`src/rtl/dma_wb_writer.sv`:
```
// dma_wb_writer
//   Write-back DMA engine. Result words from the accelerator stream are
//   queued in a small FIFO and written to the SDRAM controller DMA port as
//   single-word Wishbone writes at consecutive word addresses.
//
// Ports
//   wb_clk_i, wb_rst_n_i     clock (rising edge), async active-low reset
//   start_i                  one-cycle pulse that starts a transfer (IDLE only)
//   base_adr_i               byte address of first word; bits [1:0] are dropped
//   len_i                    number of words to transfer (0 = no-op transfer)
//   acc_valid_i/acc_data_i   accelerator result stream
//   acc_ready_o              word accepted when acc_valid_i && acc_ready_o
//   dram_fun_sel_o           high while this engine owns the SDRAM DMA port
//   dram_wbs_*               Wishbone master towards the SDRAM controller
//   busy_o                   transfer in progress
//   done_o                   one-cycle pulse when a transfer completes
module dma_wb_writer #(
    parameter int DATA_WIDTH = 32,
    parameter int DEPTH      = 4,
    parameter int LEN_WIDTH  = 16
) (
    input  logic                  wb_clk_i,
    input  logic                  wb_rst_n_i,
    input  logic                  start_i,
    input  logic [31:0]           base_adr_i,
    input  logic [LEN_WIDTH-1:0]  len_i,
    input  logic                  acc_valid_i,
    input  logic [DATA_WIDTH-1:0] acc_data_i,
    output logic                  acc_ready_o,
    output logic                  dram_fun_sel_o,
    output logic                  dram_wbs_cyc_o,
    output logic                  dram_wbs_stb_o,
    output logic                  dram_wbs_we_o,
    output logic [3:0]            dram_wbs_sel_o,
    output logic [31:0]           dram_wbs_adr_o,
    output logic [DATA_WIDTH-1:0] dram_wbs_dat_o,
    input  logic                  dram_wbs_ack_i,
    output logic                  busy_o,
    output logic                  done_o
);

    localparam int PTR_W = $clog2(DEPTH);
    localparam int CNT_W = $clog2(DEPTH + 1);
    localparam logic [CNT_W-1:0] FULL_CNT = CNT_W'(DEPTH);

    typedef enum logic [1:0] {IDLE, WAIT_DATA, WRITE, DONE} state_t;

    state_t                 state;
    logic [31:0]            adr;
    logic [LEN_WIDTH-1:0]   wr_remaining;
    logic [LEN_WIDTH-1:0]   acc_remaining;

    logic [DATA_WIDTH-1:0]  mem [DEPTH];
    logic [PTR_W-1:0]       wr_ptr;
    logic [PTR_W-1:0]       rd_ptr;
    logic [CNT_W-1:0]       count;

    logic                   in_xfer;
    logic                   push;
    logic                   pop;

    // Ready is decoded from registers only, so the accelerator can never
    // form a combinational loop through acc_valid_i.
    assign in_xfer     = (state == WAIT_DATA) || (state == WRITE);
    assign acc_ready_o = in_xfer && (count != FULL_CNT) && (acc_remaining != '0);
    assign push        = acc_valid_i && acc_ready_o;
    // stb is only ever high in WRITE, so this also filters stray acks.
    assign pop         = dram_wbs_stb_o && dram_wbs_ack_i;

    assign dram_fun_sel_o = busy_o;

    // NOTE: FIFO storage has no reset; count alone decides which entries are
    // valid, so clearing count on reset is enough to discard stale words.
    always_ff @(posedge wb_clk_i) begin
        if (push) mem[wr_ptr] <= acc_data_i;
    end

    always_ff @(posedge wb_clk_i or negedge wb_rst_n_i) begin
        if (!wb_rst_n_i) begin
            wr_ptr <= '0;
            rd_ptr <= '0;
            count  <= '0;
        end else begin
            // Pointers wrap naturally because DEPTH is a power of two.
            if (push) wr_ptr <= wr_ptr + PTR_W'(1);
            if (pop)  rd_ptr <= rd_ptr + PTR_W'(1);
            case ({push, pop})
                2'b10:   count <= count + CNT_W'(1);
                2'b01:   count <= count - CNT_W'(1);
                default: count <= count;
            endcase
        end
    end

    // NOTE: all state below uses non-blocking assignments so every register
    // sees the pre-edge values of the others, regardless of statement order.
    always_ff @(posedge wb_clk_i or negedge wb_rst_n_i) begin
        if (!wb_rst_n_i) begin
            state          <= IDLE;
            adr            <= '0;
            wr_remaining   <= '0;
            acc_remaining  <= '0;
            dram_wbs_cyc_o <= 1'b0;
            dram_wbs_stb_o <= 1'b0;
            dram_wbs_we_o  <= 1'b0;
            dram_wbs_sel_o <= 4'h0;
            dram_wbs_adr_o <= '0;
            dram_wbs_dat_o <= '0;
            busy_o         <= 1'b0;
            done_o         <= 1'b0;
        end else begin
            // push is only possible in WAIT_DATA/WRITE, so this never
            // collides with the length load in IDLE.
            if (push) acc_remaining <= acc_remaining - LEN_WIDTH'(1);

            case (state)
                IDLE: begin
                    if (start_i) begin
                        if (len_i != '0) begin
                            adr           <= base_adr_i & ~32'd3;
                            wr_remaining  <= len_i;
                            acc_remaining <= len_i;
                            busy_o        <= 1'b1;
                            state         <= WAIT_DATA;
                        end else begin
                            done_o <= 1'b1;
                            state  <= DONE;
                        end
                    end
                end

                WAIT_DATA: begin
                    if (count != '0) begin
                        dram_wbs_adr_o <= adr;
                        dram_wbs_dat_o <= mem[rd_ptr];
                        dram_wbs_cyc_o <= 1'b1;
                        dram_wbs_stb_o <= 1'b1;
                        dram_wbs_we_o  <= 1'b1;
                        dram_wbs_sel_o <= 4'hF;
                        state          <= WRITE;
                    end
                end

                WRITE: begin
                    // Bus outputs hold until the slave acknowledges.
                    if (dram_wbs_ack_i) begin
                        dram_wbs_cyc_o <= 1'b0;
                        dram_wbs_stb_o <= 1'b0;
                        dram_wbs_we_o  <= 1'b0;
                        dram_wbs_sel_o <= 4'h0;
                        adr            <= adr + 32'd4;
                        wr_remaining   <= wr_remaining - LEN_WIDTH'(1);
                        if (wr_remaining == LEN_WIDTH'(1)) begin
                            busy_o <= 1'b0;
                            done_o <= 1'b1;
                            state  <= DONE;
                        end else begin
                            state <= WAIT_DATA;
                        end
                    end
                end

                DONE: begin
                    done_o <= 1'b0;
                    state  <= IDLE;
                end

                default: state <= IDLE;
            endcase
        end
    end

endmodule

```
`config.mk`:
```
export PLATFORM = sky130hd
export DESIGN_NAME = dma_wb_writer
export DESIGN_NICKNAME = d
export VERILOG_FILES = /design/src/rtl/dma_wb_writer.sv
export SDC_FILE = /design/constraint.sdc
export NUM_CORES = 1
export LEC_CHECK = 0
export CAP_MARGIN = 20
export CELL_PAD_IN_SITES_DETAIL_PLACEMENT = 0
export CELL_PAD_IN_SITES_GLOBAL_PLACEMENT = 1
export CORE_MARGIN = 5
export CORE_UTILIZATION = 47
export CTS_BUF_LIST = sky130_fd_sc_hd__clkbuf_4 sky130_fd_sc_hd__clkbuf_8
export DETAILED_ROUTE_END_ITERATION = 8
export PLACE_DENSITY_LB_ADDON = 0.1
export SKIP_LAST_GASP = 1
export SLEW_MARGIN = 20
export SYNTH_ARGS = -nofsm -noshare
export SYNTH_HDL_FRONTEND = slang
export SYNTH_SLANG_ARGS = --single-unit
```
`constraint.sdc`:
```
create_clock -name wb_clk_i -period 3.7 [get_ports wb_clk_i]
set_input_delay 1.11 -clock wb_clk_i [delete_from_list [all_inputs] [get_ports wb_clk_i]]
set_output_delay 1.11 -clock wb_clk_i [all_outputs]
set_load 0.05 [all_outputs]
```
Word level (Yosys, flattened, before mapping) --
Memories as Yosys holds them, arrays and structs flattened. A register that Yosys moved wholly into a read port is not among the register bits. Cells that the tools add are included.
Word-level totals: flip-flop bits (word level) 112, bits in writable memories 128, input port bits 85, memories kept 1
Memory list:
- mem | words 4, width 32, rd ports 1, clocked after Yosys merged registers in 1, write ports 1, line 53 | logic [DATA_WIDTH-1:0] mem [DEPTH];
Operators by class: $add $sub $neg 7, equal/unequal tests 13, muxes and demuxes 37, reduce and logical (&&, ||, !) cells 20
Operators with widths (count):
- 2-to-1 mux 16 bit | 7
- 2-to-1 mux 32 bit | 3
- one-hot mux 32 bit (2 select lines) | 1
- adder 32 x 3 -> 32 bit, second input constant | 1
- one-hot mux 16 bit (2 select lines) | 1
- nonzero test 16 bit | 2
- subtractor 16 x 1 -> 16 bit, second input constant | 2
- == test 16 x 1 -> 1 bit, second input constant | 1
- 2-to-1 mux 1 bit | 12
- 2-to-1 mux 2 bit | 5
- AND reduction 5 bit | 2
- 2-to-1 mux 4 bit | 2
- inequality test 2 bit, second input constant | 4
- one-hot mux 2 bit (4 select lines) | 1
- one-hot mux 4 bit (2 select lines) | 1
- == test 2 bit, second input constant | 3
- one-hot mux 3 bit (2 select lines) | 1
- AND reduction 3 bit | 2
- nonzero test 2 bit | 3
- nonzero test 3 bit | 2
- adder 2 x 1 -> 2 bit, second input constant | 2
- == test 2 x 1 -> 1 bit, second input constant | 2
- logical AND 1 bit | 4
- inequality test 2 x 1 -> 1 bit, second input constant | 2
- 10 further kinds | 11

Depth between registers and ports, before layout --
Gate-level depths: netlist of the first run.
depth after elaboration 9, mapped depth 14

Worst setup path before layout of the first run --
Ideal clock, no wire load.
path type input to register, start input len_i[14], end register acc_remaining[13], library setup time 0.125 ns, data arrival time 2.861 ns, data required time 3.575 ns, setup slack 0.714 ns, stages on the path 5, path buffers 1, cell sequence or4_4 or4_4 nand3_1 buf_2 mux2_2
On the way: longest elaborated chain between the ends 4
RTL lines:
- start, declared | line 26 | input logic [LEN_WIDTH-1:0] len_i,
- nonzero test 16 bit | line 119 | if (len_i != '0) begin
- 2-to-1 mux 16 bit | line 119
- 2-to-1 mux 16 bit | line 118 | if (start_i) begin
- 2-to-1 mux 16 bit | line 116 | case (state)
- end signal, assigned | line 114 | if (push) acc_remaining <= acc_remaining - LEN_WIDTH'(1);
- end signal, assigned | line 122 | acc_remaining <= len_i;
- end, declared | line 51 | logic [LEN_WIDTH-1:0] acc_remaining;
Every way passes these cells. A chain may end at the register's enable or synchronous reset.

Final worst setup path of the first run --
start register acc_remaining[0], end output acc_ready_o
On the way: longest elaborated chain between the ends 2
RTL lines:
- nonzero test 16 bit | line 65 | assign acc_ready_o = in_xfer && (count != FULL_CNT) && (acc_remaining != '0);
- logical AND 1 bit | line 65
- end, declared | line 29 | output logic acc_ready_o,
Every way passes these cells.

==> results of run 1 <==
[area by class of cell]
class / instances / area share (%)
Inverter: 17 / 0.4330
Tap cell: 324 / 2.751
Multi-Input combinational cell: 528 / 28.13
Clock inverter: 11 / 0.6708
Timing Repair Buffer: 200 / 13.32
Clock buffer: 68 / 5.502
Sequential cell: 264 / 49.19
[Yosys cell counts (9+ instances only)]
| library cell | instances | area share [%] |
|---|---|---|
| dfrtp_1 | 136 | 29 |
| edfxtp_1 | 128 | 33 |
| mux2_2 | 64 | 6.2 |
| a21oi_1 | 58 | 2.5 |
| nor2_1 | 49 | 1.6 |
| nand2_1 | 46 | 1.5 |
| mux4_2 | 32 | 6.2 |
| clkbuf_1 | 29 | 0.93 |
| nand3_1 | 29 | 1.2 |
| nand4_1 | 24 | 1.3 |
| o21ai_0 | 24 | 1.0 |
| o22ai_1 | 21 | 1.1 |
| inv_1 | 16 | 0.51 |
| xor2_1 | 16 | 1.2 |
| nor4_1 | 14 | 0.75 |
| buf_2 | 13 | 0.56 |
| ha_1 | 13 | 1.4 |
| a2bb2oi_1 | 11 | 0.82 |
| and3_1 | 11 | 0.59 |
| buf_4 | 10 | 0.64 |
| nor3_1 | 9 | 0.38 |
[registers in the layout, summed over array words and instances (netlist names), 2 cells and up]
name	flops
mem	128
dram_wbs_dat_o	32
adr	30
dram_wbs_adr_o	30
acc_remaining	16
wr_remaining	16
count	3
rd_ptr	2
state	2
wr_ptr	2
[through the flow]
stage | total power, µW | util [%] | setup WS, ps
3_5_place_dp | 11210 | 56.46 | 206.3
5_1_grt | 14590 | 60.24 | 135.1
6_report | 13750 | 60.24 | 325.3
4_1_cts | 13900 | 60.18 | 40.81
3_3_place_gp | 11110 | 56.46 | 238.6
2_1_floorplan | 9172 | - | 714.0
[power groups by stage]
stage / clock, µW / combinational (µW) / sequential, µW
2_1_floorplan: 0 / 3270 / 5900
3_3_place_gp: 0 / 6220 / 4890
3_5_place_dp: 0 / 6290 / 4920
4_1_cts: 2710 / 6320 / 4870
5_1_grt: 2850 / 6730 / 5020
6_report: 2640 / 6240 / 4870
[logic make-up (layout without fill, tap and decap cells)]
family | after synthesis | count (layout) | share of synthesized area, %
flops | 264 | 264 | 61.87
simple gates | 238 | 238 | 11.18
compound gates | 155 | 155 | 8.321
mux | 98 | 98 | 12.48
buf+inv | 75 | 296 | 2.991
xor+xnor | 21 | 21 | 1.570
fa+ha+maj | 14 | 14 | 1.560
other cells | 1 | 2 | 0.03201
[how the worst min path moves through the flow]
stage | from | end | cells after the start | slack [ps]
2_1_floorplan | count[2]$_DFFE_PN0P_ | count[2]$_DFFE_PN0P_ | 1 | 450
3_3_place_gp | count[2]$_DFFE_PN0P_ | count[2]$_DFFE_PN0P_ | 1 | 470
3_5_place_dp | dram_wbs_adr_o[13]$_DFFE_PN0P_ | dram_wbs_adr_o[13]$_DFFE_PN0P_ | 2 | 470
4_1_cts | dram_wbs_adr_o[13]$_DFFE_PN0P_ | dram_wbs_adr_o[13]$_DFFE_PN0P_ | 2 | 490
5_1_grt | count[2]$_DFFE_PN0P_ | count[2]$_DFFE_PN0P_ | 1 | 510
6_report | count[2]$_DFFE_PN0P_ | count[2]$_DFFE_PN0P_ | 1 | 480
[per-layer routing]
| layer | vias up | routed length [µm] | part of all wire (%) | GRT usage, % |
|---|---|---|---|---|
| li1 | 3703 | - | - | - |
| met1 | 3955 | 12610 | 45 | 27.49 |
| met2 | 212 | 13310 | 47 | 31.94 |
| met3 | 49 | 1741 | 6.2 | 4.807 |
| met4 | 0 | 651 | 2.3 | 5.857 |
| met5 | - | 0 | 0 | 0 |
[repair_timing]
| item | 4_1_cts | 5_1_grt |
|---|---|---|
| buffers inserted | 0 | 1 |
| setup endpoints to repair | 0 | 1 |
| resized for setup | 0 | 1 |
==> impl_metrics.ini, run 1 <==
[outcome]
status = finished clean

[place]
placedCellCount = 1332
gp_congestion = 0.8394
hpwl_um = 18960
io_buffers = 155
placed_area_um2 = 13810

[synth]
syn_area_um2 = 11710
synth-edff-count = 128
synthCells = 866
ys.flop_type = dfrtp_1
synth.avg_cell_area_um2 = 13.53
yosys_warnings = 0
yosysSeqAreaShare_pct = 61.87
ys_ff_latch = 264
async_reset_ff_share_pct = 51.52
yosysUniqueCellTypes = 69

[sta]
setup_tns_ps = 0
relSlewSlack_pct = 40.22
setup_viol = 0
slew_viol_final = 0
tightestPinTransition_ps = 888.5
fin_crit_ps = 3375
grt_setup_unrepaired = false
skew_ps = 25.97
finalHoldViolations = 0
holdWs_ps = 481.5
period_share_pct = 91.21
fmaxAchievable_ghz = 0.2963

[cells_and_area]
diodes = 0
layout_common_cells = clkdlybuf4s50_1, dfrtp_1, edfxtp_1
multi_input_area_um2 = 4145
finalNonFillerCells = 1412
syn_to_final_growth_pct = 25.80
final_common_cell = clkdlybuf4s50_1
drive_gt1_share_pct = 21.97
final_cell_area_um2 = 14740
fill_cells = 2028
seq_area_um2 = 7248
fin_nets = 1155

[global_route]
grt_pass1_wl_um = 45200
grt_max_degree = 61
antenna_found_initial = 0
grt_overflow = 0
grt_pass1_vias = 8043
grt_usage_pct = 19.99

[worst_setup_path]
worstPathCellList = inv_1 > ha_1 > nor3b_1 > nand4_1 > and3b_1 > buf_4
rrSetupSlack_ps = 910
cp_slowest_stage_delay_ps = 410
critPathCaptureType = output pin
r2r_end = count[2]$_DFFE_PN0P_
crit_buf_inv = 2
crit_arrival_ps = 2260
path_class = reg2out
slowest_stage = dfrtp_1
required_ps = 2590
cp-endpoint = acc_ready_o
cp-startpoint = acc_remaining[0]$_DFF_PN0_
cp.depth = 6
r2r_cells = 12
crit_family = simple AND/OR/NAND/NOR gates
crit_fanout = 9
startpoint_type = register
reg2reg_from = acc_remaining[0]$_DFF_PN0_

[clock_network]
cts_tree = yes
cts_sinks = 264
cts-hold-fix-buffers = 0
cts_max_level = 2
clockBufferDepth = 3
clk_latency_ps = 570
cts_buffers = 45
path_clk_slew_ps = 50
clock-root-buffer = clkbuf_8

[pwr]
p_seq_share_pct = 35.4
p_leak_uw = 0.005422
p_comb_share_pct = 45.4
power.internal_uw = 8168
ir_drop_mv = 0.6053
clkPwrFrac_pct = 19.2
switching_share_pct = 40.61
power_density_nw_per_um2 = 933.3
power.switching_uw = 5585

[route]
drtIter0Drc = 597
routed_via_density = 5.608
vias = 7919
drc = 0
routed_wl_um = 28310
drt-wirelength-per-cell_um = 20.05
ant_nets = 0
drtPass1Iterations = 5

[floorplan]
num_rows = 57
die_x_um = 167.9
die_y_um = 167.9
design.die.area_um2 = 28180
start_util_pct = 47.89
io_pins = 160
coreArea_um2 = 24460

[run]
drv_cap = 0

[hold_path]
hp-class = reg2reg
No activity file was read; power rests on OpenSTA's default activity.
==> run 2, diff against run 1 <==
--- a/config.mk
+++ b/config.mk
@@ -13,6 +13,7 @@
 export CTS_BUF_LIST = sky130_fd_sc_hd__clkbuf_4 sky130_fd_sc_hd__clkbuf_8
 export DETAILED_ROUTE_END_ITERATION = 8
 export PLACE_DENSITY_LB_ADDON = 0.1
+export RECOVER_POWER = 100
 export SKIP_LAST_GASP = 1
 export SLEW_MARGIN = 20
 export SYNTH_ARGS = -nofsm -noshare
==> impl_metrics.ini, run 2 (synthesized netlist as in run 1, its figures left out) <==
[clock_network]
cts_buffers = 45
cts_sinks = 264
cts-hold-fix-buffers = 0
clock-root-buffer = clkbuf_8
path_clk_slew_ps = 60
clk_latency_ps = 570
cts_tree = yes
cts_max_level = 2
clockBufferDepth = 3

[sta]
slew_viol_final = 90
setup_ws_ps = 242.1
setup_tns_ps = 0
period_share_pct = 93.46
tightestPinTransition_ps = 1584
finalHoldViolations = 0
fin_crit_ps = 3458
grt_setup_unrepaired = false
setup_viol = 0
relSlewSlack_pct = -5.568
fmaxAchievable_ghz = 0.2892
holdWs_ps = 478.6
skew_ps = 25.01

[floorplan]
start_util_pct = 47.89
design.die.area_um2 = 28180
io_pins = 160
coreArea_um2 = 24460
num_rows = 57
die_x_um = 167.9
die_y_um = 167.9

[pwr]
ir_drop_mv = 0.6032
p_leak_uw = 0.005349
power_density_nw_per_um2 = 923.6

[worst_setup_path]
cp-startpoint = state[1]$_DFFE_PN0P_
cp-endpoint = dram_wbs_dat_o[29]$_DFFE_PN0P_
crit_fanout = 33
slowest_stage = nand2_1
crit_arrival_ps = 3890
rrSetupSlack_ps = 240
startpoint_type = register
path_class = reg2reg
r2r_cells = 6
worstPathCellList = inv_1 > ha_1 > or4b_2 > nand2_1 > buf_4 > mux2_2
required_ps = 4130
critPathCaptureType = register
cp_slowest_stage_delay_ps = 1150
reg2reg_from = state[1]$_DFFE_PN0P_
r2r_end = dram_wbs_dat_o[29]$_DFFE_PN0P_

[route]
drt-wirelength-per-cell_um = 20.00
drtIter0Drc = 553
routed_wl_um = 28280
drtPass1Iterations = 4
routed_via_density = 5.610
ant_nets = 0
vias = 7932
drc = 0

[cells_and_area]
reg_top3 = mem x128, dram_wbs_dat_o x32
top_register = mem
drive_gt1_share_pct = 20.59
layout_common_cells = dfrtp_1, edfxtp_1, dlygate4sd3_1
final_common_cell = dfrtp_1
final_cell_area_um2 = 14590
utilization_pct = 59.65
largest_reg_flops = 128
fill_cells = 2057
fin_nets = 1155
syn_to_final_growth_pct = 24.58

[global_route]
antenna_found_initial = 4
grt_pass1_wl_um = 45200
grt_usage_pct = 19.99
grt_pass1_vias = 8043
grt_max_degree = 61
grt_overflow = 0

[run]
drv_cap = 2

[place]
io_buffers = 155
hpwl_um = 18960
placed_area_um2 = 13810
gp_congestion = 0.8394
dp_slack_ps = 206.3

[outcome]
status = finished, violations left
violations = capacitance limit, slew limit

[hold_path]
hp-class = reg2reg
run 2: changes by cell type in the layout (fill, tap and decap cells not counted), sizes merged:
cell / previous run / this run
diode: 0 / 2
clkbuf: 68 / 88
clkdlybuf4s50: 153 / 47
buf: 47 / 27
dlygate4sd3: 0 / 106
run 2: report_power, final:
part | internal [µW] | switching [µW]
clock | 1470 | 1160
sequential | 4110 | 745
combinational | 2350 | 3640
total | 7930 | 5540
run 2: layout make-up:
cell class	count	area, µm²	area share [%]
antenna	2	5.005	0.03430
clock buffer	68	810.8	5.556
clock inverter	11	98.84	0.6774
inverter	17	63.81	0.4373
multi-input combinational	528	4110	28.17
sequential	264	7248	49.67
tap	324	405.4	2.778
timing repair buffer	200	1851	12.68
run 2: timing repair:
| action | 4_1_cts | 5_1_grt |
|---|---|---|
| buffers inserted | 0 | 1 |
| endpoints found under the setup margin | 0 | 1 |
| resized for setup | 0 | 1 |
run 2: through the flow:
stage | total power (µW) | instances
after floorplan | 9172 | 867
after global placement | 11110 | 1332
after detailed placement | 11210 | 1332
after CTS | 13900 | 1411
after global routing | 14320 | 1414
final | 13480 | 1414
run 2: worst min-delay path by stage:
stage | from | endpoint | slack [ps] | cells past startpoint
after floorplan | count[2]$_DFFE_PN0P_ | count[2]$_DFFE_PN0P_ | 450 | 1
after global placement | count[2]$_DFFE_PN0P_ | count[2]$_DFFE_PN0P_ | 470 | 1
after detailed placement | dram_wbs_adr_o[13]$_DFFE_PN0P_ | dram_wbs_adr_o[13]$_DFFE_PN0P_ | 470 | 2
after CTS | dram_wbs_adr_o[13]$_DFFE_PN0P_ | dram_wbs_adr_o[13]$_DFFE_PN0P_ | 490 | 2
after global routing | dram_wbs_adr_o[11]$_DFFE_PN0P_ | dram_wbs_adr_o[11]$_DFFE_PN0P_ | 500 | 1
final | dram_wbs_adr_o[13]$_DFFE_PN0P_ | dram_wbs_adr_o[13]$_DFFE_PN0P_ | 480 | 2
run 2: critical path, delay by kind of cell (launching register included):
kind          cells  cell delay (ps)
buf+inv           2              530
flops             1              410
mux               1              360
simple gates      2             1820
fa+ha+maj         1              190
run 2: routing by layer:
metal  vias up  wire length, µm  global-route usage [%]  part of all wire [%]
li1       3708                -                       -                     -
met1      3952            12470                   27.49                    44
met2       215            13330                   31.94                    47
met3        53             1804                   4.807                   6.4
met4         4              651                   5.857                   2.3
met5         -               21                       0                 0.074
==> run 3, diff against run 2 <==
--- a/config.mk
+++ b/config.mk
@@ -14,6 +14,7 @@
 export DETAILED_ROUTE_END_ITERATION = 8
 export PLACE_DENSITY_LB_ADDON = 0.1
 export RECOVER_POWER = 100
+export REMOVE_ABC_BUFFERS = 1
 export SKIP_LAST_GASP = 1
 export SLEW_MARGIN = 20
 export SYNTH_ARGS = -nofsm -noshare
==> impl_metrics.ini, run 3 (synthesized netlist as in run 1, its figures left out) <==
[floorplan]
start_util_pct = 47.89
num_rows = 57
coreArea_um2 = 24460
design.die.area_um2 = 28180
io_pins = 160
die_x_um = 167.9
die_y_um = 167.9

[sta]
skew_ps = 13.39
fin_crit_ps = 3564
fmaxAchievable_ghz = 0.2806
relSlewSlack_pct = -6.178
slew_viol_final = 57
setup_ws_ps = 135.9
setup_viol = 0
setup_tns_ps = 0
grt_setup_unrepaired = false
finalHoldViolations = 0
period_share_pct = 96.33
tightestPinTransition_ps = 1593

[clock_network]
cts_sinks = 264
cts_max_level = 2
cts-hold-fix-buffers = 0
cts_tree = yes
clockBufferDepth = 3
cts_buffers = 44
clock-root-buffer = clkbuf_8
clk_latency_ps = 550
path_clk_slew_ps = 60

[route]
vias = 7847
routed_via_density = 5.577
drc = 0
drt-wirelength-per-cell_um = 19.63
ant_nets = 0
drtPass1Iterations = 5
drtIter0Drc = 520
routed_wl_um = 27620

[global_route]
grt_pass1_vias = 7971
grt_pass1_wl_um = 44270
grt_overflow = 0
grt_usage_pct = 19.50
antenna_found_initial = 3
grt_max_degree = 57

[place]
io_buffers = 155
dp_slack_ps = 173.8
hpwl_um = 18590
gp_congestion = 0.8245

[cells_and_area]
fill_cells = 1994
reg_top3 = mem x128, dram_wbs_dat_o x32
multi_input_area_um2 = 4129
fin_nets = 1151
seq_area_um2 = 7249
final_common_cell = dfrtp_1
syn_to_final_growth_pct = 24.19
largest_reg_flops = 128
diodes = 0
layout_common_cells = dfrtp_1, edfxtp_1, dlygate4sd3_1
drive_gt1_share_pct = 20.31
top_register = mem

[worst_setup_path]
startpoint_type = register
required_ps = 2590
crit_arrival_ps = 2450
path_class = reg2out
critPathCaptureType = output pin
r2r_cells = 6
crit_fanout = 9
rrSetupSlack_ps = 470

[hold_path]
hp-class = reg2reg
holdPathStages = 2

[outcome]
status = finished, violations left
violations = capacitance limit, slew limit

[pwr]
p_leak_uw = 0.005335
power_density_nw_per_um2 = 917.7
ir_drop_mv = 0.5247

[run]
drv_cap = 1
run 3: what timing repair did:
| item | CTS | global route |
|---|---|---|
| buffers inserted | 0 | 0 |
| resized for setup | 0 | 1 |
| endpoints found under the setup margin | 0 | 1 |
run 3: path summary, 6_finish.rpt:
check / start / to
worst max register to register: state[1]$_DFFE_PN0P_ / dram_wbs_adr_o[15]$_DFFE_PN0P_
max in group asynchronous: wb_rst_n_i / state[1]$_DFFE_PN0P_
worst max-delay path: acc_remaining[0]$_DFF_PN0_ / acc_ready_o
worst min register to register: dram_wbs_adr_o[23]$_DFFE_PN0P_ / dram_wbs_adr_o[23]$_DFFE_PN0P_
worst min-delay path: dram_wbs_adr_o[23]$_DFFE_PN0P_ / dram_wbs_adr_o[23]$_DFFE_PN0P_
min in group asynchronous: wb_rst_n_i / adr[11]$_DFFE_PN0P_
run 3: power by group:
| group | switching (µW) | internal [µW] | leakage, µW |
|---|---|---|---|
| clock | 1160 | 1400 | 0.000471 |
| combinational | 3520 | 2340 | 0.00216 |
| sequential | 823 | 4110 | 0.00271 |
run 3: per-stage QoR:
step / utilization [%] / cell area (µm²) / hold WS (ps) / power [µW] / cells
after floorplan: - / 11430 / 447.9 / 9017 / 809
after global placement: 56.61 / 13850 / 462.8 / 11130 / 1330
after detailed placement: 56.61 / 13850 / 470.1 / 11230 / 1330
after CTS: 60.19 / 14720 / 483.4 / 13850 / 1407
after global routing: 59.47 / 14550 / 513.6 / 14200 / 1407
final: 59.47 / 14550 / 474.4 / 13350 / 1407
run 3: layer usage:
layer  vias up  share of wire (%)  global-route usage [%]
met2       193                 48                   31.69
met3        40                5.8                   4.455
met4         6                1.5                   4.517
li1       3706                  -                       -
met5         -               0.10                       0
met1      3902                 45                   27.04
run 3: final cells by class:
class                           instances  area share [%]
Sequential cell                       264           49.83
Multi-Input combinational cell        528           28.38
Timing Repair Buffer                  197           12.55
Clock buffer                           61           5.212
Tap cell                              324           2.787
Clock inverter                         16          0.7999
Inverter                               17          0.4386
run 3: worst max-delay path, stage by stage (launching register included):
cell and delay, ps:
dfrtp_1 410, inv_1 70, ha_1 350, nor3b_1 230
nand4_1 340, and3b_1 310, buf_4 190
